<file path="src/rtl/mux_arb.sv">
// mux_arb: round-robin arbiter for four requesters driving 74x253/257-style
// bus muxes. Every bus handover passes through a one-cycle SETUP dead cycle
// (grant and output enable off, new select) so the muxes break before make.
// Optional feature: define MUX_ARB_TIMEOUT_EN to preempt an owner that has
// held the bus for TENURE cycles while another requester is waiting.
module mux_arb #(
    parameter int unsigned TENURE = 16
) (
    input  logic       clk,
    input  logic       reset,
    input  logic [3:0] req,
    output logic [3:0] gnt,
    output logic [1:0] sel,
    output logic       oe_n,
    output logic       busy
);

    typedef enum logic [1:0] {
        IDLE  = 2'd0,
        SETUP = 2'd1,
        OWN   = 2'd2
    } state_t;

    state_t     state;
    logic [1:0] last_owner;

    // TENURE must fit the 8-bit tenure counter
    if (TENURE < 1 || TENURE > 255) begin : g_bad_tenure
        $error("mux_arb: TENURE out of range 1..255");
    end

`ifdef MUX_ARB_TIMEOUT_EN
    localparam logic [7:0] LIMIT = 8'(TENURE - 1);

    logic [7:0] cnt;
    logic [3:0] others;

    // requests from everyone except the current owner
    always_comb begin
        others = req & ~(4'b0001 << sel);
    end
`endif

    // First set request bit searching base+1, base+2, base+3, base+4 (mod 4)
    function automatic logic [1:0] rr_pick(input logic [3:0] r, input logic [1:0] base);
        logic [1:0] pick;
        logic [1:0] idx;
        logic       found;
        pick  = base;
        found = 1'b0;
        for (int unsigned i = 1; i <= 4; i++) begin
            idx = base + 2'(i);
            if (!found && r[idx]) begin
                pick  = idx;
                found = 1'b1;
            end
        end
        return pick;
    endfunction

    // Arbitration FSM with all outputs registered alongside the state
    always_ff @(posedge clk or posedge reset) begin
        if (reset) begin
            state      <= IDLE;
            gnt        <= '0;
            sel        <= '0;
            oe_n       <= 1'b1;
            busy       <= 1'b0;
            last_owner <= 2'd3;
`ifdef MUX_ARB_TIMEOUT_EN
            cnt        <= '0;
`endif
        end else begin
            case (state)
                IDLE: begin
                    gnt  <= '0;
                    oe_n <= 1'b1;
                    if (|req) begin
                        sel   <= rr_pick(req, last_owner);
                        busy  <= 1'b1;
                        state <= SETUP;
                    end else begin
                        busy <= 1'b0;
                    end
                end

                SETUP: begin
                    if (req[sel]) begin
                        gnt        <= 4'b0001 << sel;
                        oe_n       <= 1'b0;
                        last_owner <= sel;
`ifdef MUX_ARB_TIMEOUT_EN
                        cnt        <= '0;
`endif
                        state      <= OWN;
                    end else begin
                        // winner let go during the dead cycle: abandon
                        busy  <= 1'b0;
                        state <= IDLE;
                    end
                end

                OWN: begin
                    if (!req[sel]) begin
                        // release path also covers a drop coinciding with timeout
                        gnt  <= '0;
                        oe_n <= 1'b1;
                        if (|req) begin
                            sel   <= rr_pick(req, sel);
                            state <= SETUP;
                        end else begin
                            busy  <= 1'b0;
                            state <= IDLE;
                        end
                    end
`ifdef MUX_ARB_TIMEOUT_EN
                    else if (cnt == LIMIT && |others) begin
                        gnt   <= '0;
                        oe_n  <= 1'b1;
                        sel   <= rr_pick(others, sel);
                        state <= SETUP;
                    end else if (cnt != LIMIT) begin
                        // saturates at LIMIT until a competitor shows up
                        cnt <= cnt + 8'd1;
                    end
`endif
                end

                default: begin
                    gnt   <= '0;
                    oe_n  <= 1'b1;
                    busy  <= 1'b0;
                    state <= IDLE;
                end
            endcase
        end
    end

endmodule

</file>
<file path="config.mk">
export PLATFORM = sky130hd
export DESIGN_NAME = mux_arb
export DESIGN_NICKNAME = d
export VERILOG_FILES = /design/src/rtl/mux_arb.sv
export SDC_FILE = /design/constraint.sdc
export NUM_CORES = 1
export LEC_CHECK = 0
export CAP_MARGIN = 5
export CORE_MARGIN = 4
export CORE_UTILIZATION = 25
export CTS_BUF_LIST = sky130_fd_sc_hd__clkbuf_8 sky130_fd_sc_hd__clkbuf_16
export CTS_CLUSTER_SIZE = 24
export DETAILED_ROUTE_END_ITERATION = 6
export GPL_TIMING_DRIVEN = 0
export PLACE_DENSITY_LB_ADDON = 0.12
export SLEW_MARGIN = 20
export SYNTH_ARGS = -nofsm -noshare
export SYNTH_HDL_FRONTEND = slang
export SYNTH_SLANG_ARGS = --single-unit
export TNS_END_PERCENT = 1
</file>
<file path="constraint.sdc">
create_clock -name clk -period 1.8 [get_ports clk]
set_input_delay 0.45 -clock clk [delete_from_list [all_inputs] [get_ports clk]]
set_output_delay 0.45 -clock clk [all_outputs]
set_load 0.02 [all_outputs]
</file>
Word-level counts from Yosys, hierarchy flattened
Index checks and enable logic that the tools add are counted.
{"block": "word_totals", "regBits": 12}
{"block": "op_classes", "reduce_logical": 20, "muxes": 65, "addsub": 6, "n_lt_le_gt_ge": 8, "shifts": 1, "eq_ne": 10}
{"operator": "two-way mux 1 bit", "count": 36}
{"operator": "two-way mux 2 bit", "count": 14}
{"operator": "less-than comparator 2 x 3 -> 1 bit (second input constant)", "count": 8}
{"operator": "binary-select mux 1 bit (select 2 bit)", "count": 8}
{"operator": "inequality test 2 bit (second input constant)", "count": 7}
{"operator": "adder 2 bit (second input constant)", "count": 4}
{"operator": "two-way mux 4 bit", "count": 2}
{"operator": "case mux 4 bit (2 select lines)", "count": 1}
{"operator": "logical AND 1 bit", "count": 6}
{"operator": "logical NOT 1 bit", "count": 6}
{"operator": "case mux 2 bit (3 select lines)", "count": 1}
{"operator": "AND reduction 2 bit", "count": 3}
{"operator": "AND reduction 6 bit", "count": 1}
{"operator": "adder 2 x 1 -> 2 bit (second input constant)", "count": 2}
{"operator": "inequality test 4 bit (second input constant)", "count": 1}
{"operator": "case mux 2 bit (2 select lines)", "count": 1}
{"operator": "OR reduction 4 bit", "count": 1}
{"operator": "left shift 1 x 2 -> 4 bit (first input constant)", "count": 1}
{"operator": "case mux 1 bit (3 select lines)", "count": 1}
{"operator": "AND reduction 3 bit", "count": 1}
{"operator": "== test 2 x 1 -> 1 bit (second input constant)", "count": 1}
{"operator": "== test 2 bit (second input constant)", "count": 1}
{"operator": "logical NOT 2 bit", "count": 1}
{"operator": "case mux 1 bit (2 select lines)", "count": 1}
{"operator": "nonzero test 2 bit", "count": 1}

Logic depth before layout (Yosys ltp)
Gate-level depths: netlist of run 1.
{"block": "depth", "depth_word": 25, "depth_mapped": 8, "mapped_depth_nobuf": 6}

Least setup slack after synthesis of run 1
Ideal clock, no wire load.
{"block": "synth_path", "path_kind": "register -> register", "from": "register sel[1]", "to": "register sel[1]", "t_arrival_ps": 2114, "setup_time_ps": 83, "path_slack_ps": -396, "stages_incl_launch_ff": 9, "path_buffers": 2, "cell_sequence": "dfrtp_1 -> clkbuf_1 -> inv_1 -> ha_1 -> clkbuf_1 -> nor2_1 -> o32a_1 -> o221a_2 -> o22ai_1"}
{"block": "synth_between", "elab_chain_cells": 23}
{"element": "start: declaration", "line_no": "13", "text": "output logic [1:0] sel,"}
{"element": "start signal: assignment", "line_no": "79", "text": "sel <= rr_pick(req, last_owner);"}
{"element": "start signal: assignment", "line_no": "109", "text": "sel <= rr_pick(req, sel);"}
{"element": "adder 2 x 1 -> 2 bit", "line_no": "52", "text": "idx = base + 2'(i);"}
{"element": "binary-select mux 1 bit (select 2 bit)", "line_no": "53", "text": "if (!found && r[idx]) begin"}
{"element": "two-way mux 1 bit (implied by the code)", "line_no": "53"}
{"element": "two-way mux 1 bit", "line_no": "53"}
{"element": "two-way mux 1 bit", "line_no": "108", "text": "if (|req) begin"}
{"element": "two-way mux 1 bit", "line_no": "104", "text": "if (!req[sel]) begin"}
{"element": "two-way mux 1 bit", "line_no": "74", "text": "case (state)"}
{"element": "logical NOT 1 bit", "line_no": "53"}
{"element": "(+7 left out)"}
{"element": "two-way mux 1 bit", "line_no": "53"}
{"element": "two-way mux 1 bit", "line_no": "108"}
{"element": "two-way mux 1 bit", "line_no": "104"}
{"element": "two-way mux 1 bit", "line_no": "74"}
{"element": "logical NOT 1 bit", "line_no": "53"}
{"element": "logical AND 1 bit", "line_no": "53"}
{"element": "inequality test 2 bit (no source line)"}
{"element": "AND reduction 6 bit (no source line)"}
Several ways; a longest one is shown, not always the timed one. The select of a mux whose other input is x is not followed.
A chain may end at the register's enable or synchronous reset.

Worst setup path in the final report of run 1
Ends and elaborated chain as after synthesis.

==> flow_metrics.py, run 1 <==
metrics = {
    "setup_path": {
        "crit_chain": "clkbuf_16, inv_4, ha_4, clkbuf_8, mux2i_1, a311oi_1, o221a_2, o22ai_1",
        "slowest_stage": "dfrtp_2",
        "startpoint_type": "register",
        "critPathRequiredTime_ns": 1.91,
        "r2r_slack_ns": -0.02,
        "r2r_end": "sel[1]",
        "path_max_fanout": 8,
        "crit_path_max_incr_delay_ns": 0.41,
        "worst-setup-path-type": "register to register",
        "worst_r2r_path_depth": 8,
        "crit_path_end_kind": "register",
        "arrival_ns": 1.92,
        "r2r-start": "sel[1]",
    },
    "detailed_routing": {
        "num_vias": 761,
        "drc": 0,
        "drt_iter0_drc": 27,
        "route.detailed.vias_per_inst": 4.70,
        "routedWlPerCell_um": 14.0,
        "firstDrtPassIters": 4,
        "ant_nets": 0,
        "wl_um": 2270,
    },
    "placed_design": {
        "portBuffers": 12,
        "place_hpwl_um": 1580,
        "pre_cts_slack_ns": -0.611,
        "place_congestion": 0.678,
    },
    "synth": {
        "yosys_warnings": 0,
        "ys_dominant_reg_cell": "dfrtp_1",
        "ys_seq_area_frac": 0.333,
        "synth.ff_latch_count": 12,
        "postSynthAreaPerCell_sq_um": 9.70,
        "synth_edf_count": 0,
        "syn_nets": 104,
        "synthCells": 94,
        "ys_types": 34,
        "async_reset_ff_frac": 1.00,
        "syn_area_sq_um": 912,
    },
    "cts": {
        "cts_tree": "built",
        "htree_num_levels": 1,
        "root_buffer": "clkbuf_8",
        "clk_pin_slew_ns": 0.06,
        "numCtsBuffers": 3,
        "clock_path_buffers": 2,
        "worstSkewPairLatency_ns": 0.24,
        "cts_hold_buf": 0,
        "clock-sinks": 12,
    },
    "cells_and_area": {
        "fillers": 341,
        "drive_gt1_frac": 0.310,
        "area_growth_pct": 40.2,
        "nets": 127,
        "final_util": 0.372,
        "diodes": 0,
    },
    "sta": {
        "tightest_slew_ns": 0.476,
        "grt_setup_unrepaired": "yes",
        "worst_slack_ns": -0.0152,
        "finalHoldViolations": 0,
        "drv_slew": 0,
        "period_share": 1.01,
        "clock.fmax_mhz": 551,
        "finClkSkew_ns": 0.00448,
        "setup_violations": 1,
        "period_needed_ns": 1.82,
        "slew_headroom": 0.682,
        "hold_ws_ns": 0.496,
        "timing.setup.tns_ns": -0.0152,
    },
    "flow_run": {
        "drv_cap": 0,
    },
    "die": {
        "die-width_um": 68.4,
        "io_pins": 14,
        "rows": 21,
        "die_height_um": 68.4,
        "dieArea_sq_um": 4680,
        "initial_utilization": 0.265,
        "core_sq_um": 3440,
    },
    "power_and_ir_drop": {
        "power.leakage_nw": 0.541,
        "ir_drop_mv": 0.348,
        "powerDensity_nw_per_um2": 1800,
    },
    "outcome": {
        "status": "finished with violations",
        "violations": "setup timing",
    },
    "global_route": {
        "grt_pass1_vias": 784,
        "antenna_found_initial": 0,
        "grt_first_pass_wirelength_um": 3800,
        "grt_max_degree": 13,
        "overflow": 0,
        "grt_usage": 0.109,
    },
    "worst_hold_path": {
        "hold_path.class": "register to register",
        "min_from": "oe_n",
        "min_path_cells": 2,
        "holdPathEnd": "oe_n",
    },
}
[worst max-delay path by stage]
stage | start | end | slack, ns | cells past startpoint
final | sel[1] | sel[1] | -0.02 | 8
after global routing | sel[0] | sel[1] | -0.09 | 6
after CTS | sel[1] | sel[1] | -0.003 | 8
after detailed placement | req[2] | busy | -0.61 | 6
after global placement | req[2] | busy | -0.62 | 6
after floorplan | sel[0] | sel[0] | 0.005 | 6
[state kept, by name (all words and copies together), names as in the netlist]
signal	flops
busy	1
gnt	4
last_owner	2
oe_n	1
sel	2
state	2
[report_power, final]
group	switching [mW]	leakage, nW	internal [mW]
Combinational	0.707	0.368	0.768
Clock	0.103	0.0288	0.193
Sequential	0.116	0.144	0.415
[Yosys cell counts, types with 2 or more instances]
master	count	area (sq um)
o2bb2ai_1	3	26.3
nand3_1	2	10.0
nor3b_1	3	22.5
mux2i_1	9	90.1
a21oi_1	4	20.0
nand2b_1	5	31.3
ha_1	4	50.1
nor2_1	10	37.5
o31ai_1	3	22.5
mux2_2	4	45.0
o21ai_0	3	15.0
clkbuf_1	6	22.5
inv_1	4	15.0
nor2b_1	2	12.5
o32a_1	2	20.0
dfstp_2	3	78.8
buf_6	2	22.5
dfrtp_1	9	225
[cell type report]
class                   instances  area [sq um]  share of cell area
plain buffers                   9          87.6              0.0685
clock buffers                   4          55.1              0.0431
inverters                       4          25.0              0.0196
multi-input cells              69           582               0.455
flip-flops and latches         12           307               0.240
well taps                      46          57.6              0.0450
repair buffers                 18           165               0.129
[per-layer routing]
layer  routed length [um]  track usage  vias to the layer above
met2                 1180        0.192                       13
met4                    0       0.0447                        0
met1                 1050        0.133                      363
met3                   37       0.0148                        0
met5                    0            0                        -
li1                     -            -                      385
[repair_timing]
| action | 4_1_cts | 5_1_grt |
|---|---|---|
| endpoints found under the setup margin | 8 | 4 |
| buffers inserted | 5 | 1 |
| cloned | 0 | 0 |
| resized for setup | 13 | 3 |
| endpoints found under the hold margin | 0 | 0 |
| pin swaps | 3 | 2 |
[critical path: cells and delay by family (launching register included)]
kind                     cells  cell delay (ns)
AO/OA/AOI/OAI                3             0.57
flip-flops                   1             0.41
buffers and inverters        3             0.38
adder cells (fa/ha/maj)      1             0.19
multiplexers                 1             0.14
[metrics by stage]
| step | area (sq um) | cells | total power, mW |
|---|---|---|---|
| after floorplan | 952 | 94 | 1.50 |
| after global placement | 1130 | 152 | 1.86 |
| after detailed placement | 1130 | 152 | 1.85 |
| after CTS | 1260 | 161 | 2.30 |
| after global routing | 1280 | 162 | 2.48 |
| final | 1280 | 162 | 2.30 |
[cells by family after synthesis]
group	Yosys count	share of synthesized area
adder cells (fa/ha/maj)	4	0.0549
AO/OA/AOI/OAI	23	0.199
buffers and inverters	13	0.0713
multiplexers	14	0.173
AND/OR/NAND/NOR	28	0.169
flip-flops	12	0.333
[placed cells by master (no fill, tap or decap), types with 2 or more instances in the layout]
| cell type | Yosys | layout |
|---|---|---|
| dfstp_2 | 3 | 3 |
| nand2b_1 | 5 | 5 |
| nand3_1 | 2 | 2 |
| buf_4 | 0 | 6 |
| mux2_2 | 4 | 4 |
| inv_1 | 4 | 2 |
| clkbuf_1 | 6 | 2 |
| dlygate4sd2_1 | 0 | 4 |
| dfrtp_2 | 0 | 2 |
| clkdlybuf4s50_1 | 0 | 6 |
| dfrtp_1 | 9 | 7 |
| o21ai_0 | 3 | 3 |
| nor3b_1 | 3 | 3 |
| o32a_1 | 2 | 2 |
| clkbuf_2 | 0 | 2 |
| dlymetal6s2s_1 | 0 | 2 |
| clkbuf_8 | 0 | 5 |
| a21oi_1 | 4 | 4 |
| o2bb2ai_1 | 3 | 3 |
| nor2b_1 | 2 | 2 |
| mux2i_1 | 9 | 9 |
| nor2_1 | 10 | 10 |
| o31ai_1 | 3 | 2 |
| ha_1 | 4 | 3 |
Note: power is estimated with default switching activity, not from simulation.
==> inputs of run 2 (changes only) <==
--- a/config.mk
+++ b/config.mk
@@ -12,7 +12,8 @@
 export CTS_CLUSTER_SIZE = 24
 export DETAILED_ROUTE_END_ITERATION = 6
 export GPL_TIMING_DRIVEN = 0
-export PLACE_DENSITY_LB_ADDON = 0.12
+export HOLD_SLACK_MARGIN = 0.03
+export PLACE_DENSITY = 0.41
 export SLEW_MARGIN = 20
 export SYNTH_ARGS = -nofsm -noshare
 export SYNTH_HDL_FRONTEND = slang
==> flow_metrics.py, run 2 (same netlist as run 1, synthesis figures left out) <==
metrics = {
    "worst_hold_path": {
        "hold_path.class": "register to register",
        "min_path_cells": 2,
        "holdPathEnd": "busy",
        "min_from": "busy",
    },
    "global_route": {
        "grt_usage": 0.113,
        "overflow": 0,
        "antenna_found_initial": 0,
        "grt_first_pass_wirelength_um": 3760,
        "grt_pass1_vias": 784,
        "grt_max_degree": 13,
    },
    "cts": {
        "numCtsBuffers": 3,
        "clock-sinks": 12,
        "worstSkewPairLatency_ns": 0.24,
        "cts_hold_buf": 0,
        "clk_pin_slew_ns": 0.06,
        "htree_num_levels": 1,
        "root_buffer": "clkbuf_8",
        "clock_path_buffers": 2,
        "cts_tree": "built",
    },
    "sta": {
        "setup_violations": 2,
        "slew_headroom": 0.669,
        "timing.setup.tns_ns": -0.0775,
        "drv_slew": 0,
        "finalHoldViolations": 0,
        "clock.fmax_mhz": 540,
        "worst_slack_ns": -0.0513,
        "tightest_slew_ns": 0.496,
        "grt_setup_unrepaired": "yes",
        "finClkSkew_ns": 0.00504,
        "period_share": 1.03,
        "period_needed_ns": 1.85,
    },
    "cells_and_area": {
        "regMostFlops": "gnt",
        "final_util": 0.402,
        "layout_common_cells": "buf_4 (17), nor2_1 (10), mux2i_1 (8)",
        "final_common_cell": "buf_4",
        "nets": 138,
        "drive_gt1_frac": 0.409,
        "area_growth_pct": 51.7,
        "diodes": 0,
        "fin_cells": 173,
        "largest_reg_flops": 4,
    },
    "detailed_routing": {
        "wl_um": 2420,
        "route.detailed.vias_per_inst": 4.78,
        "ant_nets": 0,
        "drc": 0,
        "drt_iter0_drc": 15,
        "firstDrtPassIters": 4,
        "routedWlPerCell_um": 14.0,
        "num_vias": 827,
    },
    "setup_path": {
        "r2r-start": "sel[0]",
        "r2r_end": "sel[1]",
        "arrival_ns": 1.97,
        "cp_common_cell": "buf_8",
        "crit_path_max_incr_delay_ns": 0.51,
        "slowest_stage": "mux4_2",
        "worst-setup-path-type": "register to register",
        "startpoint_type": "register",
        "critPathRequiredTime_ns": 1.92,
        "r2r_slack_ns": -0.05,
        "path_max_fanout": 6,
        "crit_chain": "buf_8, mux4_2, buf_8, a211oi_4, buf_4, o22ai_2",
        "crit_path_end_kind": "register",
        "worst_r2r_path_depth": 6,
    },
    "outcome": {
        "violations": "setup timing",
        "status": "finished with violations",
    },
    "placed_design": {
        "dp_cells": 152,
        "portBuffers": 12,
        "pre_cts_slack_ns": -0.596,
        "place_hpwl_um": 1670,
        "place_congestion": 0.772,
    },
    "power_and_ir_drop": {
        "sw_frac_of_total": 0.391,
        "pwr-share-clk": 0.117,
        "p_int_mw": 1.55,
        "combPwrFrac": 0.676,
        "p_total_mw": 2.55,
        "ir_drop_mv": 0.722,
        "power.leakage_nw": 0.620,
        "power_switching_mw": 0.995,
        "power_frac_seq": 0.207,
        "powerDensity_nw_per_um2": 1840,
    },
    "die": {
        "core_sq_um": 3440,
        "die-width_um": 68.4,
        "die_height_um": 68.4,
        "rows": 21,
        "io_pins": 14,
        "initial_utilization": 0.265,
        "dieArea_sq_um": 4680,
    },
    "flow_run": {
        "drv_cap": 0,
    },
}
[run 2: changes by cell type in the layout (fill, tap and decap cells not counted), moves of 2 or more]
cell	delta
dlymetal6s2s_1	+3
dlygate4sd2_1	-3
buf_8	+2
buf_4	+11
[run 2: how the worst max path moves through the flow]
stage | start | end | slack (ns) | cells past startpoint
6_report | sel[0] | sel[1] | -0.05 | 6
5_1_grt | sel[0] | sel[1] | -0.12 | 6
2_1_floorplan | sel[0] | sel[0] | 0.005 | 6
4_1_cts | sel[1] | sel[1] | -0.10 | 8
3_5_place_dp | req[2] | busy | -0.60 | 6
3_3_place_gp | req[2] | busy | -0.54 | 6
[run 2: power by group through the flow]
stage               Clock, mW  Sequential, mW  Combinational (mW)
floorplan                   0           0.609               0.893
global placement            0           0.538                1.32
detailed placement          0           0.539                1.32
CTS                     0.315           0.536                1.34
global route            0.324           0.546                1.87
finish                  0.297           0.527                1.72
[run 2: final cells by class]
type | instances | area, sq um
inverter | 4 | 27.5
tap | 46 | 57.6
multi-input combinational | 69 | 596
buffer | 9 | 82.6
timing repair buffer | 29 | 259
sequential | 12 | 307
fill | 347 | 2060
clock buffer | 4 | 55.1
[run 2: per-stage QoR]
step	hold WS, ns	area [sq um]
4_1_cts	0.503	1200
6_report	0.501	1380
3_3_place_gp	0.497	1130
5_1_grt	0.525	1380
3_5_place_dp	0.500	1130
2_1_floorplan	0.312	952
[run 2: critical path, delay by kind of cell, from the launching register on]
family	cells	cell delay, ns
flops	1	0.37
mux	1	0.51
compound gates	2	0.38
buf+inv	3	0.45
[run 2: timing repair]
item | CTS | global route
pin swaps | 1 | 2
gates resized for setup | 8 | 16
buffers inserted | 0 | 17
endpoints found under the setup margin | 9 | 7
hold endpoints to repair | 0 | 0
[run 2: layer usage]
metal  vias up  track usage  wire length (um)
li1        414            -                 -
met1       396        0.142              1160
met2        13        0.182              1160
met3         4       0.0345                72
met4         0       0.0372                19
met5         -            0                 0
